==> src/rtl/axi4_rch_drop_sender.sv <==
// R-channel error-burst injector: replays dropped read transactions as SLVERR
// bursts on the slave side and otherwise forwards master-side R traffic.
module axi4_rch_drop_sender #(
  parameter int C_AXI_ID_WIDTH    = 10,
  parameter int C_AXI_DATA_WIDTH  = 64,
  parameter int C_AXI_USER_WIDTH  = 4,
  parameter int C_DROP_FIFO_DEPTH = 4
) (
  input  logic                        axi4_aclk,
  input  logic                        axi4_arstn,

  input  logic [C_AXI_ID_WIDTH-1:0]   trans_id,
  input  logic [7:0]                  trans_len,
  input  logic                        trans_drop,
  output logic                        trans_drop_ready,

  output logic [C_AXI_ID_WIDTH-1:0]   s_axi4_rid,
  output logic [C_AXI_DATA_WIDTH-1:0] s_axi4_rdata,
  output logic [1:0]                  s_axi4_rresp,
  output logic                        s_axi4_rlast,
  output logic [C_AXI_USER_WIDTH-1:0] s_axi4_ruser,
  output logic                        s_axi4_rvalid,
  input  logic                        s_axi4_rready,

  input  logic [C_AXI_ID_WIDTH-1:0]   m_axi4_rid,
  input  logic [C_AXI_DATA_WIDTH-1:0] m_axi4_rdata,
  input  logic [1:0]                  m_axi4_rresp,
  input  logic                        m_axi4_rlast,
  input  logic [C_AXI_USER_WIDTH-1:0] m_axi4_ruser,
  input  logic                        m_axi4_rvalid,
  output logic                        m_axi4_rready
);

  localparam int PTR_W = (C_DROP_FIFO_DEPTH > 1) ? $clog2(C_DROP_FIFO_DEPTH) : 1;
  localparam int CNT_W = PTR_W + 1;

  typedef enum logic {PASS, DROP} state_t;

  state_t state, state_next;

  logic [C_AXI_ID_WIDTH-1:0] id_mem  [C_DROP_FIFO_DEPTH];
  logic [7:0]                len_mem [C_DROP_FIFO_DEPTH];
  logic [PTR_W-1:0]          wr_ptr, rd_ptr;
  logic [CNT_W-1:0]          count;
  logic [7:0]                beat_cnt;
  logic                      m_busy;

  logic push, pop, load_cnt, drop_hs;

  // Full-check uses registered count only, so a pop cannot free a slot for a
  // push in the same cycle.
  assign trans_drop_ready = (count < CNT_W'(C_DROP_FIFO_DEPTH));
  assign push             = trans_drop && trans_drop_ready;

  // NOTE: storage has no reset; every entry is written before it can be read,
  // and leaving it out keeps the array a plain RAM for synthesis.
  always_ff @(posedge axi4_aclk) begin
    if (push) begin
      id_mem[wr_ptr]  <= trans_id;
      len_mem[wr_ptr] <= trans_len;
    end
  end

  // NOTE: sequential state uses non-blocking assignments so every register
  // samples pre-edge values regardless of process ordering.
  always_ff @(posedge axi4_aclk or negedge axi4_arstn) begin
    if (!axi4_arstn) begin
      wr_ptr <= '0;
      rd_ptr <= '0;
      count  <= '0;
    end else begin
      if (push) wr_ptr <= wr_ptr + PTR_W'(1);
      if (pop)  rd_ptr <= rd_ptr + PTR_W'(1);
      case ({push, pop})
        2'b10:   count <= count + CNT_W'(1);
        2'b01:   count <= count - CNT_W'(1);
        default: count <= count;
      endcase
    end
  end

  // Tracks an open master burst so injection never splits one.
  always_ff @(posedge axi4_aclk or negedge axi4_arstn) begin
    if (!axi4_arstn) begin
      m_busy <= 1'b0;
    end else if (m_axi4_rvalid && m_axi4_rready) begin
      m_busy <= !m_axi4_rlast;
    end
  end

  assign drop_hs = (state == DROP) && s_axi4_rready;

  always_ff @(posedge axi4_aclk or negedge axi4_arstn) begin
    if (!axi4_arstn) begin
      state    <= PASS;
      beat_cnt <= '0;
    end else begin
      state <= state_next;
      if (load_cnt) begin
        beat_cnt <= len_mem[rd_ptr];
      end else if (drop_hs && beat_cnt != '0) begin
        beat_cnt <= beat_cnt - 8'd1;
      end
    end
  end

  // NOTE: every output of this block gets a default first so no path can
  // leave a signal unassigned and infer a latch.
  always_comb begin
    state_next    = state;
    load_cnt      = 1'b0;
    pop           = 1'b0;
    s_axi4_rid    = m_axi4_rid;
    s_axi4_rdata  = m_axi4_rdata;
    s_axi4_rresp  = m_axi4_rresp;
    s_axi4_rlast  = m_axi4_rlast;
    s_axi4_ruser  = m_axi4_ruser;
    s_axi4_rvalid = m_axi4_rvalid;
    m_axi4_rready = s_axi4_rready;

    case (state)
      PASS: begin
        if (count != '0 && !m_axi4_rvalid && !m_busy) begin
          state_next = DROP;
          load_cnt   = 1'b1;
        end
      end
      DROP: begin
        s_axi4_rvalid = 1'b1;
        s_axi4_rid    = id_mem[rd_ptr];
        s_axi4_rdata  = '0;
        s_axi4_rresp  = 2'b10;
        s_axi4_ruser  = '0;
        s_axi4_rlast  = (beat_cnt == '0);
        m_axi4_rready = 1'b0;
        if (s_axi4_rready && beat_cnt == '0) begin
          pop        = 1'b1;
          state_next = PASS;
        end
      end
      default: state_next = PASS;
    endcase
  end

endmodule

==> config.mk <==
export PLATFORM = sky130hd
export DESIGN_NAME = axi4_rch_drop_sender
export DESIGN_NICKNAME = d
export VERILOG_FILES = /design/src/rtl/axi4_rch_drop_sender.sv
export SDC_FILE = /design/constraint.sdc
export NUM_CORES = 1
export LEC_CHECK = 0
export CAP_MARGIN = 20
export CORE_MARGIN = 2
export CORE_UTILIZATION = 42
export DETAILED_ROUTE_END_ITERATION = 6
export GPL_TIMING_DRIVEN = 0
export HOLD_SLACK_MARGIN = 0.08
export PLACE_DENSITY = 0.81
export SYNTH_ARGS = -nofsm -noshare
export SYNTH_HDL_FRONTEND = slang
export SYNTH_SLANG_ARGS = --single-unit
export TNS_END_PERCENT = 30
==> constraint.sdc <==
create_clock -name axi4_aclk -period 3.5 [get_ports axi4_aclk]
set_input_delay 0.525 -clock axi4_aclk [delete_from_list [all_inputs] [get_ports axi4_aclk]]
set_output_delay 0.525 -clock axi4_aclk [all_outputs]
set_load 0.01 [all_outputs]
==> results.txt <==
- Yosys printed 0 warnings.
* Max_cap viols: 0
- Total routing resource utilization after global routing: 0.2183
- At the pin with the least slew margin, the transition time is 0.9869 ns.
- Cts repair resizes: 0
* Total negative setup slack: 0 ns
- Worst min-delay path category: reg2reg
- During I/O placement, the number of pins put on the boundary was between 150 and 200.
* CORE AREA: between 0.009 and 0.01 mm^2
- Outcome: finished clean
- Design Power: 3.578 mW
- Synthesis produced a netlist whose cell count is around 290.
- The worst setup path is of the reg2out kind.
- Data on the critical path is required at its endpoint by approximately 3.0 ns.
- On the worst path, the slowest cell contributes a delay of approximately 0.54 ns.
* FF+latch count, synth: approximately 90
- # setup viols final: 0
* Syn-to-layout area delta: 53.29%
- Clock tree synthesis selected as its root buffer the cell clkbuf_8.
- Final Slew Violations: 0
- After synthesis, the netlist uses 36 different library cells.
- Static leakage power: around 2.2 nW
* Final Hold Fails: 0
- Clock share of power: 0.177
- The library cell used most frequently in the layout, excluding fill and tap cells, is clkdlybuf4s50_1.
* DPL Wire Length: 8598 um
- Antenna Diode Count: 0
- Across the VDD grid, the largest voltage drop is roughly 340 uV.
- Commonest cells after routing, fill and taps aside: clkdlybuf4s50_1 (187), edfxtp_1 (72), nor2b_1 (71)
- Of the total power, the share spent switching nets is 0.3233.
* Via count normalized by instance count: around 5
- Measured against its own limit, the worst slew margin works out to 0.3421.
- The first global-routing pass estimated between 15000 and 20000 um of wire.
- For this configuration, the core starts out at a cell density of 0.4306.
* Die span in y: slightly above 100 um
- Entering global routing, the biggest net connects 19 pins.
- The pre-antenna-repair detailed-routing pass consisted of 4 iterations.
* Max Fclk: between 300 and 400 MHz
- Clock-pin slew was measured on the worst setup and hold paths at 0.09 ns.
* Portion of total power attributed to sequential cells: 0.411
- Data arrival time of the critical path: 2.65 ns
* Pwr per Cell Area: 559.8 mW/mm^2
- Dividing the final minimum period by the clock period gives 0.9066.
* Setup Buffers After CTS: 0
- Max FO, Critical Path: 10
- TritonCTS built the clock tree.
- Counting instances, the worst hold path has a depth of 1.
- Port bufs: approximately 190
- The critical path goes through buf_2 > buf_1 > mux4_2 > mux2_2 > clkdlybuf4s50_1.
- Skew-Pair Late Insertion Delay: 0.35 ns
- At the end of the flow, the number of nets in the layout was roughly 600.
* Unrepaired setup endpoints after global routing: no
- Worst Reg-to-Reg Cells: 11
- The number of antenna violations at the first check in global routing is 0.
- Drc violations: 0
- X dimension of the die: approximately 100 um
* Proportion of layout cells with a drive suffix above 1: 0.1100
* Register area share after synthesis: 0.6205
- In this run the power spent charging and discharging nets is approximately 1.2 mW.
* Post-Syn Area per Cell: 14.53 um^2
* Nature of the critical path endpoint: output pin
- The congestion estimate from routability-driven global placement came to ~0.94.
- For the finished layout, the period the worst path requires is between 3 and 4 ns.
- Net count after synthesis: between 300 and 400
- Of the total power, combinational logic draws 0.412.
- Total Wirelength: about 11000 um
* TritonCTS buffer count: 9
- The floorplan has 36 rows.
* Area of the die: around 0.011 mm^2
- For this block, the initial DRC count from the detailed router was 232.
- Internal cell power: 2.421 mW
- Type of element launching the critical path: flop
* Average wire length per cell after detail routing: roughly 18 um
* Cell type of the slowest stage on the worst timing path: buf_1
- Final global-route overflow total: 0
- Post-CTS Hold Fix Bufs: 0
- Area of the mapped netlist: between 0.004 and 0.005 mm^2
* CTS Sinks: 89
- Number of global-route vias before repair: ~3300
- Maximum clock skew at final layout: between 0.008 and 0.009 ns
- The detail route stage leaves a number of antenna-violating nets equal to 0.
* Vias: between 3000 and 4000
- The clock passes through at most 2 buffers.
- Depth of the CTS H-tree: 3
layout make-up:
| type | instances | area, um^2 |
|---|---|---|
| multi-input combinational | 173 | 1484 |
| fill | 707 | 3292 |
| clock inverter | 7 | 55.05 |
| clock buffer | 9 | 123.9 |
| tap | 133 | 166.4 |
| sequential | 89 | 2587 |
| timing repair buffer | 188 | 1877 |
| buffer | 16 | 65.06 |
| inverter | 9 | 33.78 |
Yosys cell counts:
| cell type | count | area [um^2] |
|---|---|---|
| nor3b_1 | 1 | 7.510 |
| ha_1 | 7 | 87.58 |
| and2_1 | 4 | 25.02 |
| or3b_2 | 1 | 8.760 |
| a21o_1 | 1 | 7.510 |
| xor2_1 | 2 | 17.52 |
| or4b_1 | 1 | 10.01 |
| nand4_1 | 1 | 6.260 |
| o31ai_1 | 1 | 7.510 |
| buf_2 | 4 | 20.02 |
| mux4_2 | 18 | 405.4 |
| o31a_1 | 1 | 8.760 |
| edfxtp_1 | 72 | 2162 |
| o211ai_1 | 4 | 30.03 |
| nand2_1 | 8 | 30.03 |
| dfrtp_1 | 17 | 425.4 |
| or3_1 | 3 | 18.77 |
| nand3_1 | 3 | 15.01 |
| nor3_1 | 1 | 5.000 |
| mux2_2 | 11 | 123.9 |
| or4_1 | 1 | 7.510 |
| or2_2 | 2 | 12.51 |
| nor2_1 | 8 | 30.03 |
| inv_1 | 9 | 33.78 |
| and3_1 | 1 | 6.260 |
| o41ai_1 | 1 | 8.760 |
| xnor2_1 | 5 | 43.79 |
| buf_1 | 1 | 3.750 |
| o311ai_0 | 1 | 8.760 |
| clkbuf_1 | 11 | 41.29 |
| nor2b_1 | 71 | 444.2 |
| o21ai_0 | 5 | 25.02 |
| or3_4 | 2 | 22.52 |
| fa_1 | 1 | 20.02 |
| a31oi_1 | 4 | 25.02 |
| a21oi_1 | 3 | 15.01 |
flip-flops by register name (all words and copies together), names as in the netlist:
register / cells
beat_cnt: 8
count: 3
id_mem: 40
len_mem: 32
m_busy: 1
rd_ptr: 2
state: 1
wr_ptr: 2
metal layers:
metal  wire length (um)  track usage  vias up
li1                   -            -     1444
met1               4604       0.2570     1484
met2               5782       0.3718      129
met3                685      0.06104       22
met4                362       0.1023        0
met5                  0            0        -
path summary, 6_finish.rpt:
check,from,to,slack [ns]
min in group asynchronous,axi4_arstn,m_busy,0.63
max,rd_ptr[1],s_axi4_rid[8],0.33
min reg2reg,count[0],count[0],0.54
max reg2reg,beat_cnt[0],count[2],0.75
min,count[0],count[0],0.54
max in group asynchronous,axi4_arstn,wr_ptr[0],2.37
through the flow:
step / setup WS (ns) / hold slack, ns / std cells / area [um^2] / util
after global routing: 0.1872 / 0.5616 / 624 / 6392 / 0.6601
final: 0.3268 / 0.5352 / 624 / 6392 / 0.6601
after floorplan: 1.037 / 0.2294 / 287 / 4170 / -
after detailed placement: 0.6944 / 0.5164 / 607 / 6208 / 0.6411
after CTS: 0.2919 / 0.5328 / 623 / 6387 / 0.6596
after global placement: 0.7131 / 0.5073 / 607 / 6208 / 0.6411
cell families after synthesis:
kind of cell             after synthesis  share of synthesized area
AO/OA/AOI/OAI                         21                    0.03270
XOR/XNOR                               7                    0.01470
adder cells (fa/ha/maj)                8                    0.02580
buffers and inverters                 25                    0.02370
flip-flops                            89                     0.6205
multiplexers                          29                     0.1269
AND/OR/NAND/NOR                      108                     0.1557
critical path: cells and delay by family (launching register included):
| family | cells | cell delay [ns] |
|---|---|---|
| buffers and inverters | 3 | 1.29 |
| multiplexers | 2 | 0.68 |
| flip-flops | 1 | 0.33 |
power by group through the flow:
stage | clock network, mW | logic, mW | registers, mW
2_1_floorplan | 0 | 0.785 | 1.46
3_3_place_gp | 0 | 1.45 | 1.48
3_5_place_dp | 0 | 1.49 | 1.50
4_1_cts | 0.651 | 1.49 | 1.47
5_1_grt | 0.698 | 1.60 | 1.50
6_report | 0.632 | 1.48 | 1.47
No activity file was read; power rests on OpenSTA's default activity.
==> edit, RTL diff (config.mk and constraints unchanged) <==
Make the reset (`axi4_arstn`) synchronous in 3 clocked blocks.
--- a/src/rtl/axi4_rch_drop_sender.sv
+++ b/src/rtl/axi4_rch_drop_sender.sv
@@ -64,5 +64,5 @@
   // NOTE: sequential state uses non-blocking assignments so every register
   // samples pre-edge values regardless of process ordering.
-  always_ff @(posedge axi4_aclk or negedge axi4_arstn) begin
+  always_ff @(posedge axi4_aclk) begin
     if (!axi4_arstn) begin
       wr_ptr <= '0;
@@ -81,5 +81,5 @@
 
   // Tracks an open master burst so injection never splits one.
-  always_ff @(posedge axi4_aclk or negedge axi4_arstn) begin
+  always_ff @(posedge axi4_aclk) begin
     if (!axi4_arstn) begin
       m_busy <= 1'b0;
@@ -91,5 +91,5 @@
   assign drop_hs = (state == DROP) && s_axi4_rready;
 
-  always_ff @(posedge axi4_aclk or negedge axi4_arstn) begin
+  always_ff @(posedge axi4_aclk) begin
     if (!axi4_arstn) begin
       state    <= PASS;
Check against the original RTL: differs if axi4_arstn is asserted again (counterexample within 4 cycles, from zero or initial values and one cycle with axi4_arstn low); with axi4_arstn held inactive, the same outputs for 4 cycles.
==> edit against the original RTL <==
- clock power grew 34%
- final area grew 2.8%
- critical path depth is the same
- total power shrank 15%
- count of clock-buffer cells in the layout is the same
- combinational power shrank 38%
- non-clock buffer count is the same
- setup slack lost 3.0 ps
- routed wire length grew 6.4%
- area after synthesis grew 3.3%
- utilization grew 0.63 points
- sequential cell count grew 2
- highest routed layer unchanged
==> edit: results (changes against the original RTL) <==
| Metric | Value |
|---|---|
| Synth Area in XOR/XNOR | `1.02% (was 1.47%)` |
| Commonest cells in the netlist | `edfxtp_1, nor2b_1, dfxtp_1 (was edfxtp_1, nor2b_1, mux4_2)` |
| Mux contribution to synthesized area | `12.6% (was 12.7%)` |
| Metal2 WL | `6310 microns (was 5780 microns)` |
| Reg-to-reg endpoint | `count[2] (unchanged)` |
| Rel. slew slack | `31.2% (was 34.2%)` |
| Worst VDD drop | `337 uV (was 336 uV)` |
| Placed inst area | `6330 sq um (was 6210 sq um)` |
| DR vias | `3,211 (was 3,079)` |
| Wire length on met3 | `932 microns (was 685 microns)` |
| P_seq | `1.30 mW (was 1.47 mW)` |
| Dpl hpwl | `8780 microns (was 8600 microns)` |
| Fill cell count | `716 (was 707)` |
| Tot GR Track Use | `22.1% (was 21.8%)` |
| Synth Area in Adders | `2.50% (was 2.58%)` |
| Status | `complete, no violations (unchanged)` |
| Metal-1 WL | `4810 microns (was 4600 microns)` |
| Hold Path Sink | `m_busy (was count[0])` |
| P_clk | `0.844 mW (was 0.632 mW)` |
| Postcts setup bufs | `0 (unchanged)` |
| Post-Route Skew | `8.10 ps (was 8.61 ps)` |
| Post-synth cell types | `41 (was 36)` |
| Sw Share | `27.3% (was 32.3%)` |
| Biggest regs | `id_mem: 40 flops, len_mem: 32 flops, beat_cnt: 8 flops (unchanged)` |
| Leak Pwr | `2.30 nW (was 2.16 nW)` |
| R2R Path Start | `beat_cnt[0] (unchanged)` |
| R2R setup slack | `1000 ps (was 750 ps)` |
| PortBufs | `186 (was 187)` |
| Syn nets | `420 (was 399)` |
| Synth top area cells | `edfxtp_1, nor2b_1, mux4_2 (was edfxtp_1, nor2b_1, dfrtp_1)` |
| Met3 Usage GRT | `7.48% (was 6.10%)` |
| DR WL/cell | `18.9 microns (was 18.3 microns)` |
| R2R depth | `10 (was 11)` |
| Met2 GRT Util | `39.6% (was 37.2%)` |
| Sequential share of the synthesized area | `59.0% (was 62.0%)` |
| Flop pwr share | `42.5% (was 41.1%)` |
| Post-synthesis compound-gate area fraction | `4.13% (was 3.27%)` |
| DR iter-0 viols | `188 (was 232)` |
| Share of layout cells above drive strength 1 | `11.6% (was 11.0%)` |
| Hold Crit Start | `m_busy (was count[0])` |
| Met1 global-route usage | `25.3% (was 25.7%)` |
| Fin nets | `617 (was 598)` |
| Number of global-route vias before repair | `3,308 (was 3,296)` |
| Clk_lat worst skew | `370 ps (was 350 ps)` |
-- edit: changes by cell type after synthesis, sizes merged, moves of 3 or more --
cell / before / now
a211oi: 0 / 3
a21boi: 0 / 3
a31oi: 4 / 0
and2: 4 / 13
dfrtp: 17 / 0
dfxtp: 0 / 19
nor2: 8 / 2
nor3: 1 / 11
o211ai: 4 / 0
o21a: 0 / 3
-- edit: layout make-up --
cell class                      instances  share of cell area [%]
Timing Repair Buffer                  186                    28.3
Tap cell                              133                    2.53
Buffer                                 18                    1.33
Clock inverter                          7                    1.75
Clock buffer                            9                    1.88
Sequential cell                        91                    38.7
Multi-Input combinational cell        190                    25.0
Inverter                                9                   0.514
-- edit: stage by stage --
stage                     hold slack [ps]  utilization, %  cells  worst slack, ps
after CTS                             551            66.6    643              295
after global placement                521            64.2    627              730
after global routing                  575            66.6    643              218
after detailed placement              533            64.2    627              685
final                                 552            66.6    643              324
after floorplan                       485               -    308             1260
-- edit: cell families after synthesis --
kind of cell,after synthesis
AOI/OAI and AO/OA,25
xor gates and xnor gates,5
adders and majority gates,8
buffers and inverters,27
DFF,91
muxes,30
and+or+nand+nor,122
-- edit: critical path, cell delays in order (launching register included) --
cell	delay (ps)
dfxtp_1	320
clkbuf_1	440
buf_2	390
mux4_2	370
mux2_2	290
clkdlybuf4s50_1	480
-- edit: how the worst max path moves through the flow --
stage	endpoint	start	slack, ps	depth (start not counted)
final	s_axi4_rid[2]	register	320	5
after global routing	s_axi4_rid[2]	register	220	5
after CTS	s_axi4_rid[2]	register	300	5
after detailed placement	count[2]	s_axi4_rready	680	9
after global placement	s_axi4_rid[7]	register	730	5
after floorplan	count[2]	beat_cnt[0]	1260	10
